**config.mk**
```make
export PLATFORM = sky130hd
export DESIGN_NAME = writeback_queue
export DESIGN_NICKNAME = d
export VERILOG_FILES = /design/src/rtl/wb_pkg.sv /design/src/rtl/wb_fifo.sv /design/src/rtl/writeback_queue.sv
export SDC_FILE = /design/constraint.sdc
export NUM_CORES = 1
export LEC_CHECK = 0
export ABC_AREA = 1
export BUFFER_PORTS_ARGS = -buffer_cell sky130_fd_sc_hd__buf_4
export CORE_UTILIZATION = 45
export CTS_BUF_LIST = sky130_fd_sc_hd__clkbuf_4
export DETAILED_ROUTE_END_ITERATION = 8
export GPL_ROUTABILITY_DRIVEN = 0
export PLACE_DENSITY = 0.69
export SYNTH_ARGS = -nofsm -noshare
export SYNTH_HDL_FRONTEND = slang
export SYNTH_SLANG_ARGS = --single-unit
```
**constraint.sdc**
```tcl
create_clock -name clock -period 3.4 [get_ports clock]
set_input_delay 0.17 -clock clock [delete_from_list [all_inputs] [get_ports clock]]
set_output_delay 0.17 -clock clock [all_outputs]
set_load 0.01 [all_outputs]
```
**src/rtl/wb_pkg.sv**
```systemverilog
// ----------------------------------------------------------------------------
// wb_pkg
// Shared constants, entry type and helpers for the register-bank write-back
// queue (writeback_queue and its storage sub-module wb_fifo).
//   REG_ZERO   : architectural x0. It is never written to the bank, because the
//                bank decodes rd = 0 as reg31.
//   WB_WRITE   : level of the bank's active-low write strobe that writes.
//   WB_IDLE    : level of the same strobe that does not write.
//   wb_entry_t : one buffered write {rd, data}.
//   rd_match   : source/destination compare that never matches x0.
// ----------------------------------------------------------------------------
package wb_pkg;

    localparam logic [4:0] REG_ZERO = 5'd0;
    localparam logic       WB_WRITE = 1'b0;
    localparam logic       WB_IDLE  = 1'b1;
    localparam int         WB_XLEN  = 32;

    typedef struct packed {
        logic [4:0]         rd;
        logic [WB_XLEN-1:0] data;
    } wb_entry_t;

    // x0 is never produced by the queue, so a query for it never matches.
    function automatic logic rd_match(input logic [4:0] rs, input logic [4:0] rd);
        return (rs != REG_ZERO) && (rs == rd);
    endfunction

endpackage

```
**src/rtl/wb_fifo.sv**
```systemverilog
// ----------------------------------------------------------------------------
// wb_fifo
// Storage for the write-back queue. Pointers wrap modulo DEPTH, and count is
// the only full/empty discriminator. Every entry is exported in age order so
// that the top level can build its pending scoreboard and forwarding logic.
//   clock, reset        : clock and asynchronous active-high reset
//   push, push_rd/data  : store one entry at the tail
//   pop                 : drop the head entry (the caller guarantees count != 0)
//   head_rd/head_data   : oldest entry
//   count               : occupancy, 0..DEPTH
//   age_valid/rd/data   : slot k is the k-th oldest entry (k = 0 is the head)
// ----------------------------------------------------------------------------
module wb_fifo
    import wb_pkg::*;
#(
    parameter int DEPTH = 4,
    parameter int XLEN  = 32
) (
    input  logic                       clock,
    input  logic                       reset,
    input  logic                       push,
    input  logic [4:0]                 push_rd,
    input  logic [XLEN-1:0]            push_data,
    input  logic                       pop,
    output logic [4:0]                 head_rd,
    output logic [XLEN-1:0]            head_data,
    output logic [$clog2(DEPTH):0]     count,
    output logic [DEPTH-1:0]           age_valid,
    output logic [DEPTH-1:0][4:0]      age_rd,
    output logic [DEPTH-1:0][XLEN-1:0] age_data
);

    localparam int PW = $clog2(DEPTH);
    localparam int CW = PW + 1;

    logic [4:0]      rd_mem   [DEPTH];
    logic [XLEN-1:0] data_mem [DEPTH];

    logic [PW-1:0] wr_ptr_reg, wr_ptr_next;
    logic [PW-1:0] rd_ptr_reg, rd_ptr_next;
    logic [CW-1:0] count_reg,  count_next;

    // The contents need no reset: count alone decides which slots are live.
    always_ff @(posedge clock) begin
        if (push) begin
            rd_mem[wr_ptr_reg]   <= push_rd;
            data_mem[wr_ptr_reg] <= push_data;
        end
    end

    always_comb begin
        wr_ptr_next = wr_ptr_reg;
        rd_ptr_next = rd_ptr_reg;
        count_next  = count_reg;
        if (push) begin
            wr_ptr_next = wr_ptr_reg + PW'(1);
        end
        if (pop) begin
            rd_ptr_next = rd_ptr_reg + PW'(1);
        end
        // A push and a pop in the same cycle leave the occupancy unchanged.
        if (push && !pop) begin
            count_next = count_reg + CW'(1);
        end else if (pop && !push) begin
            count_next = count_reg - CW'(1);
        end
    end

    always_ff @(posedge clock or posedge reset) begin
        if (reset) begin
            wr_ptr_reg <= '0;
            rd_ptr_reg <= '0;
            count_reg  <= '0;
        end else begin
            wr_ptr_reg <= wr_ptr_next;
            rd_ptr_reg <= rd_ptr_next;
            count_reg  <= count_next;
        end
    end

    assign head_rd   = rd_mem[rd_ptr_reg];
    assign head_data = data_mem[rd_ptr_reg];
    assign count     = count_reg;

    // The PW-bit addition wraps naturally because DEPTH is a power of two.
    for (genvar gi = 0; gi < DEPTH; gi++) begin : g_age
        logic [PW-1:0] slot;
        assign slot          = rd_ptr_reg + PW'(gi);
        assign age_valid[gi] = CW'(gi) < count_reg;
        assign age_rd[gi]    = rd_mem[slot];
        assign age_data[gi]  = data_mem[slot];
    end

endmodule

```
**src/rtl/writeback_queue.sv**
```systemverilog
// ----------------------------------------------------------------------------
// writeback_queue
// Write-side driver for the 32x32 register bank. The queue takes results from
// the load and ALU paths (at most one per cycle, load first) and buffers them
// in wb_fifo. It then serialises them onto the bank's single write port. The
// bank write strobe is active-low. Writes to x0 are accepted but dropped.
// Decode uses the pending scoreboard for rs1/rs2 to decide when to stall.
// Optional macro WB_BYPASS_EN adds the forwarding outputs rs1Fwd/rs2Fwd and
// rs1Hit/rs2Hit.
// Ports:
//   clock, reset             : clock and asynchronous active-high reset
//   aluValid/aluRd/aluData   : ALU result offer; aluReady = accepted this cycle
//   ldValid/ldRd/ldData      : load result offer; ldReady = accepted this cycle
//   drainHold                : 1 holds off the bank write port (no pop)
//   rs1, rs2                 : decode source queries
//   rs1Pending, rs2Pending   : a write to that source is queued or in flight
//   wbRd, wbData, wbRegWrite : bank rd, writeData and regWrite (active-low)
//   count                    : FIFO occupancy
//   rsXFwd, rsXHit           : (WB_BYPASS_EN) youngest pending data for rsX
// ----------------------------------------------------------------------------
module writeback_queue
    import wb_pkg::*;
#(
    parameter int DEPTH = 4,
    parameter int XLEN  = 32
) (
    input  logic                   clock,
    input  logic                   reset,
    input  logic                   aluValid,
    input  logic [4:0]             aluRd,
    input  logic [XLEN-1:0]        aluData,
    output logic                   aluReady,
    input  logic                   ldValid,
    input  logic [4:0]             ldRd,
    input  logic [XLEN-1:0]        ldData,
    output logic                   ldReady,
    input  logic                   drainHold,
    input  logic [4:0]             rs1,
    input  logic [4:0]             rs2,
    output logic                   rs1Pending,
    output logic                   rs2Pending,
    output logic [4:0]             wbRd,
    output logic [XLEN-1:0]        wbData,
    output logic                   wbRegWrite,
    output logic [$clog2(DEPTH):0] count
`ifdef WB_BYPASS_EN
    ,
    output logic [XLEN-1:0]        rs1Fwd,
    output logic [XLEN-1:0]        rs2Fwd,
    output logic                   rs1Hit,
    output logic                   rs2Hit
`endif
);

    localparam int CW = $clog2(DEPTH) + 1;

    logic [CW-1:0]              fifo_count;
    logic [4:0]                 head_rd;
    logic [XLEN-1:0]            head_data;
    logic [DEPTH-1:0]           age_valid;
    logic [DEPTH-1:0][4:0]      age_rd;
    logic [DEPTH-1:0][XLEN-1:0] age_data;

    logic            space;
    logic            pop;
    logic            transfer;
    logic            store;
    logic [4:0]      push_rd;
    logic [XLEN-1:0] push_data;

    logic [4:0]      wb_rd_reg;
    logic [XLEN-1:0] wb_data_reg;
    logic            wb_regwrite_reg;

    // ------------------------------------------------------------------
    // Push arbitration. A full queue still has room when a pop happens in
    // the same cycle, so it can take a new entry without a bubble.
    // ------------------------------------------------------------------
    always_comb begin
        pop       = (fifo_count != '0) && !drainHold;
        space     = (fifo_count < CW'(DEPTH)) || pop;
        ldReady   = space;
        aluReady  = space && !ldValid;
        transfer  = (ldValid && ldReady) || (aluValid && aluReady);
        push_rd   = ldValid ? ldRd   : aluRd;
        push_data = ldValid ? ldData : aluData;
        // An x0 result is handshaken normally but never stored.
        store     = transfer && (push_rd != REG_ZERO);
    end

    wb_fifo #(
        .DEPTH (DEPTH),
        .XLEN  (XLEN)
    ) u_fifo (
        .clock     (clock),
        .reset     (reset),
        .push      (store),
        .push_rd   (push_rd),
        .push_data (push_data),
        .pop       (pop),
        .head_rd   (head_rd),
        .head_data (head_data),
        .count     (fifo_count),
        .age_valid (age_valid),
        .age_rd    (age_rd),
        .age_data  (age_data)
    );

    // ------------------------------------------------------------------
    // Output stage. This register drives the bank for one cycle per pop.
    // rd/data hold between writes; only the strobe returns to idle.
    // ------------------------------------------------------------------
    always_ff @(posedge clock or posedge reset) begin
        if (reset) begin
            wb_rd_reg       <= REG_ZERO;
            wb_data_reg     <= '0;
            wb_regwrite_reg <= WB_IDLE;
        end else if (pop) begin
            wb_rd_reg       <= head_rd;
            wb_data_reg     <= head_data;
            wb_regwrite_reg <= WB_WRITE;
        end else begin
            wb_regwrite_reg <= WB_IDLE;
        end
    end

    assign wbRd       = wb_rd_reg;
    assign wbData     = wb_data_reg;
    assign wbRegWrite = wb_regwrite_reg;
    assign count      = fifo_count;

    // ------------------------------------------------------------------
    // Pending scoreboard (and optional forwarding), one block per source.
    // These signals come from state only, so the push of the current cycle
    // is not visible yet. Slot order is oldest first, so a later matching
    // slot overrides an earlier one. The output stage is older than every
    // queued entry, so it has the lowest priority.
    // ------------------------------------------------------------------
    for (genvar gi = 0; gi < 2; gi++) begin : g_src
        logic [4:0]       rs;
        logic [DEPTH-1:0] entry_hit;
        logic             out_hit;
        logic             pending;

        assign rs = (gi == 0) ? rs1 : rs2;

        always_comb begin
            entry_hit = '0;
            for (int k = 0; k < DEPTH; k++) begin
                entry_hit[k] = age_valid[k] && rd_match(rs, age_rd[k]);
            end
            out_hit = (wb_regwrite_reg == WB_WRITE) && rd_match(rs, wb_rd_reg);
            pending = (|entry_hit) || out_hit;
        end

`ifdef WB_BYPASS_EN
        logic [XLEN-1:0] fwd;

        always_comb begin
            fwd = '0;
            if (out_hit) begin
                fwd = wb_data_reg;
            end
            for (int k = 0; k < DEPTH; k++) begin
                if (entry_hit[k]) begin
                    fwd = age_data[k];
                end
            end
        end
`endif
    end

    assign rs1Pending = g_src[0].pending;
    assign rs2Pending = g_src[1].pending;

`ifdef WB_BYPASS_EN
    assign rs1Hit = g_src[0].pending;
    assign rs2Hit = g_src[1].pending;
    assign rs1Fwd = g_src[0].fwd;
    assign rs2Fwd = g_src[1].fwd;
`else
    // Queued data is only needed for forwarding.
    logic unused_age_data;
    assign unused_age_data = ^age_data;
`endif

endmodule

```
==> run_results.csv <==
group,metric,value,unit
status,status,"finished clean",
timing,maxSlewHeadroom,46.0,%
timing,maxSlewViolCount,0,
synthesis,postSynthRegisterBits,193,
pwr,leakagePower,0.00505,uW
drt,vias_per_cell,5.13,
worst_hold_path,hp-class,"in2reg",
pwr,p_per_area,785,mW/mm2
clock_network,cts_tree,"built",
drt,ant_nets,0,
cells_and_area,final_common_cell,"nand2_1",
cells_and_area,regMostFlops,"u_fifo.data_mem",
grt,grt_remaining_overflow,0,
setup_path,crit_path_frequent_cell,"nand2_1",
grt,grt_pass1_wl,35400,um
drt,vias,7372,
clock_network,clk_pin_slew_worst_paths,0.14,ns
timing,fin_crit_sh,84.8,%
timing,skew,0.0260,ns
place,port_buffers,133,
drt,drtIter0Drc,545,
floorplan,ios,134,
synthesis,synth_edf_count,148,
drt,drcViolationCount,0,
cells_and_area,mostFrequentLayoutCells,"nand2_1, edfxtp_1, buf_4, nand3_1, dlygate4sd3_1",
setup_path,startpoint_type,"flip-flop",
grt,grt_antenna_before_repair,1,
timing,fin_tns_setup,0,ns
setup_path,worstReg2RegEnd,"u_fifo.count[2]",
grt,grtUsageTotal,22.5,%
clock_network,clock_latency,0.58,ns
synthesis,synthesis.area,0.00918,mm2
synthesis,synth_ff_type,"edfxtp_1",
clock_network,cts-root-buf,"clkbuf_4",
synthesis,synth-async-reset-ratio,23.3,%
drt,wl_per_cell,15.7,um
synthesis,synth_seq_area_share,60.7,%
cells_and_area,final_nets,1257,
setup_path,critPathSlowestCell,"dfrtp_1",
floorplan,rows,51,
timing,worstMarginPinSlew,0.809,ns
floorplan,initial_core_util,46.6,%
drt,dr.pass1.iters,5,
floorplan,coreArea,0.0197,mm2
timing,finalCriticalPeriod,2.88,ns
setup_path,crit_required,3.23,ns
clock_network,cts_max_path_buffers,2,
setup_path,worstPathMaxFanout,20,
timing,max_freq,0.347,GHz
setup_path,cp-endpoint,"rs1Pending",
synthesis,yosys_warnings,0,
clock_network,htree_levels,4,
place,hpwl,14400,um
setup_path,startpoint,"u_fifo.rd_ptr_reg[1]",
setup_path,r2r_slack,1.05,ns
setup_path,worstSetupEndpointType,"output pin",
cells_and_area,largest_register_ffs,128,
grt,grt_pass1_vias,6995,
worst_hold_path,worstHoldStart,"aluData[24]",
setup_path,r2r-start,"u_fifo.count[0]",
cells_and_area,area_growth_syn_to_layout,24.5,%
clock_network,numCtsBuffers,17,
setup_path,worstSetupPathType,"reg2out",
timing,finalHoldViolCount,0,
setup_path,crit_arrival,2.71,ns
clock_network,clock-sinks,193,
floorplan,die_area,0.0210,mm2
floorplan,die_w,145,um
setup_path,max_stage_delay,0.58,ns
cells_and_area,design_area,0.0114,mm2
synthesis,syn_avg_cell_area,9.52,um2
job,maxCapViolCount,0,
floorplan,die_h,145,um
pwr,ir_drop,431,uV
timing,rsz0062_at_grt,"false",
synthesis,postSynthCellCount,965,
timing,finalSetupViolations,0,
synthesis,synth_nets,1063,
drt,wl,22500,um
cells_and_area,layout-drive-gt1-share,17.7,%
setup_path,worst_r2r_path_depth,8,
synthesis,synth_cell_types,37,
place,place_area,0.0104,mm2
clock_network,postCtsSetupRepairBufs,0,
grt,grt_max_degree,55,
setup_path,crit_path_cell_trace,"inv_2 -> nand2_1 -> nand2_2 -> nand2_1 -> nand3_1 -> nand2_1 -> nor2_1 -> nand3_1 -> nand2_1 -> nand2_1 -> nand3_2 -> buf_4",
==> cells in the mapped netlist (all sizes together), types with 2 or more instances <==
master / count / share of area, %
nand2: 417 / 18
buf: 23 / 1.8
xnor2: 3 / 0.29
nor2: 51 / 2.1
a22oi: 29 / 2.4
o21ai: 15 / 0.82
clkbuf: 21 / 0.86
nand4: 13 / 0.89
edfxtp: 148 / 48
a41oi: 13 / 1.2
nand3: 84 / 5.0
a31oi: 8 / 0.55
o22ai: 2 / 0.14
a21oi: 5 / 0.27
ha: 9 / 1.2
xor2: 10 / 0.95
dfrtp: 44 / 12
nor3: 2 / 0.11
inv: 60 / 2.5
==> power breakdown <==
group	internal (uW)	switching, uW	leakage, uW
sequential	3340	367	0.00190
clock	408	833	0.000154
combinational	1440	2580	0.00300
total	5190	3780	0.00505
==> stage by stage <==
step           std cells  util (%)  power, uW  hold WS [ns]  setup slack (ns)
6_report            1438      58.0       8970        0.0529             0.518
5_1_grt             1438      58.0       9620        0.0347             0.253
4_1_cts             1437      58.0       9000        0.0126             0.285
3_5_place_dp        1332      52.7       7690         0.370             0.869
3_3_place_gp        1332      52.7       7610         0.359             0.885
2_1_floorplan        965         -       6400         0.399             0.588
==> what timing repair did <==
action / 4_1_cts / 5_1_grt
hold endpoints to repair: 170 / 0
hold buffers: 73 / 0
setup endpoints to repair: 0 / 1
gates resized for setup: 0 / 1
==> area by class of cell <==
cell class,instances,area [um2]
well taps,265,332
inverters,60,228
clock inverters,14,161
fillers,1693,8290
repair buffers,219,1830
multi-input cells,668,3180
clock buffers,18,135
diodes,1,2.50
flip-flops and latches,193,5570
==> worst max-delay path, delay by kind of cell, from the launching register on <==
kind                   cells  cell delay, ns
buffers and inverters      2            0.41
DFF                        1            0.58
and+or+nand+nor           10            1.16
==> worst min path at each step <==
| stage | endpoint | cells past startpoint |
|---|---|---|
| 2_1_floorplan | u_fifo.data_mem[0][0] | 2 |
| 3_3_place_gp | u_fifo.count[2] | 2 |
| 3_5_place_dp | u_fifo.count[2] | 2 |
| 4_1_cts | u_fifo.data_mem[0][24] | 3 |
| 5_1_grt | u_fifo.data_mem[0][24] | 3 |
| 6_report | u_fifo.data_mem[0][24] | 3 |
==> metal layers <==
| layer | part of all wire (%) | global-route usage, % | vias to the layer above | wire length (um) |
|---|---|---|---|---|
| met4 | 0.97 | 4.93 | 0 | 218 |
| met3 | 6.0 | 4.38 | 17 | 1360 |
| met2 | 51 | 40.1 | 247 | 11400 |
| li1 | - | - | 3630 | - |
| met1 | 42 | 28.3 | 3478 | 9560 |
| met5 | 0 | 0 | - | 0 |
==> cells by family after synthesis <==
kind of cell,Yosys count,synth area share [%]
AOI/OAI and AO/OA,76,5.80
xor gates and xnor gates,13,1.24
adders and majority gates,9,1.23
buffers and inverters,104,5.18
DFF,193,60.7
muxes,1,0.109
and+or+nand+nor,569,25.8
Power figures use the tool's default switching activity.
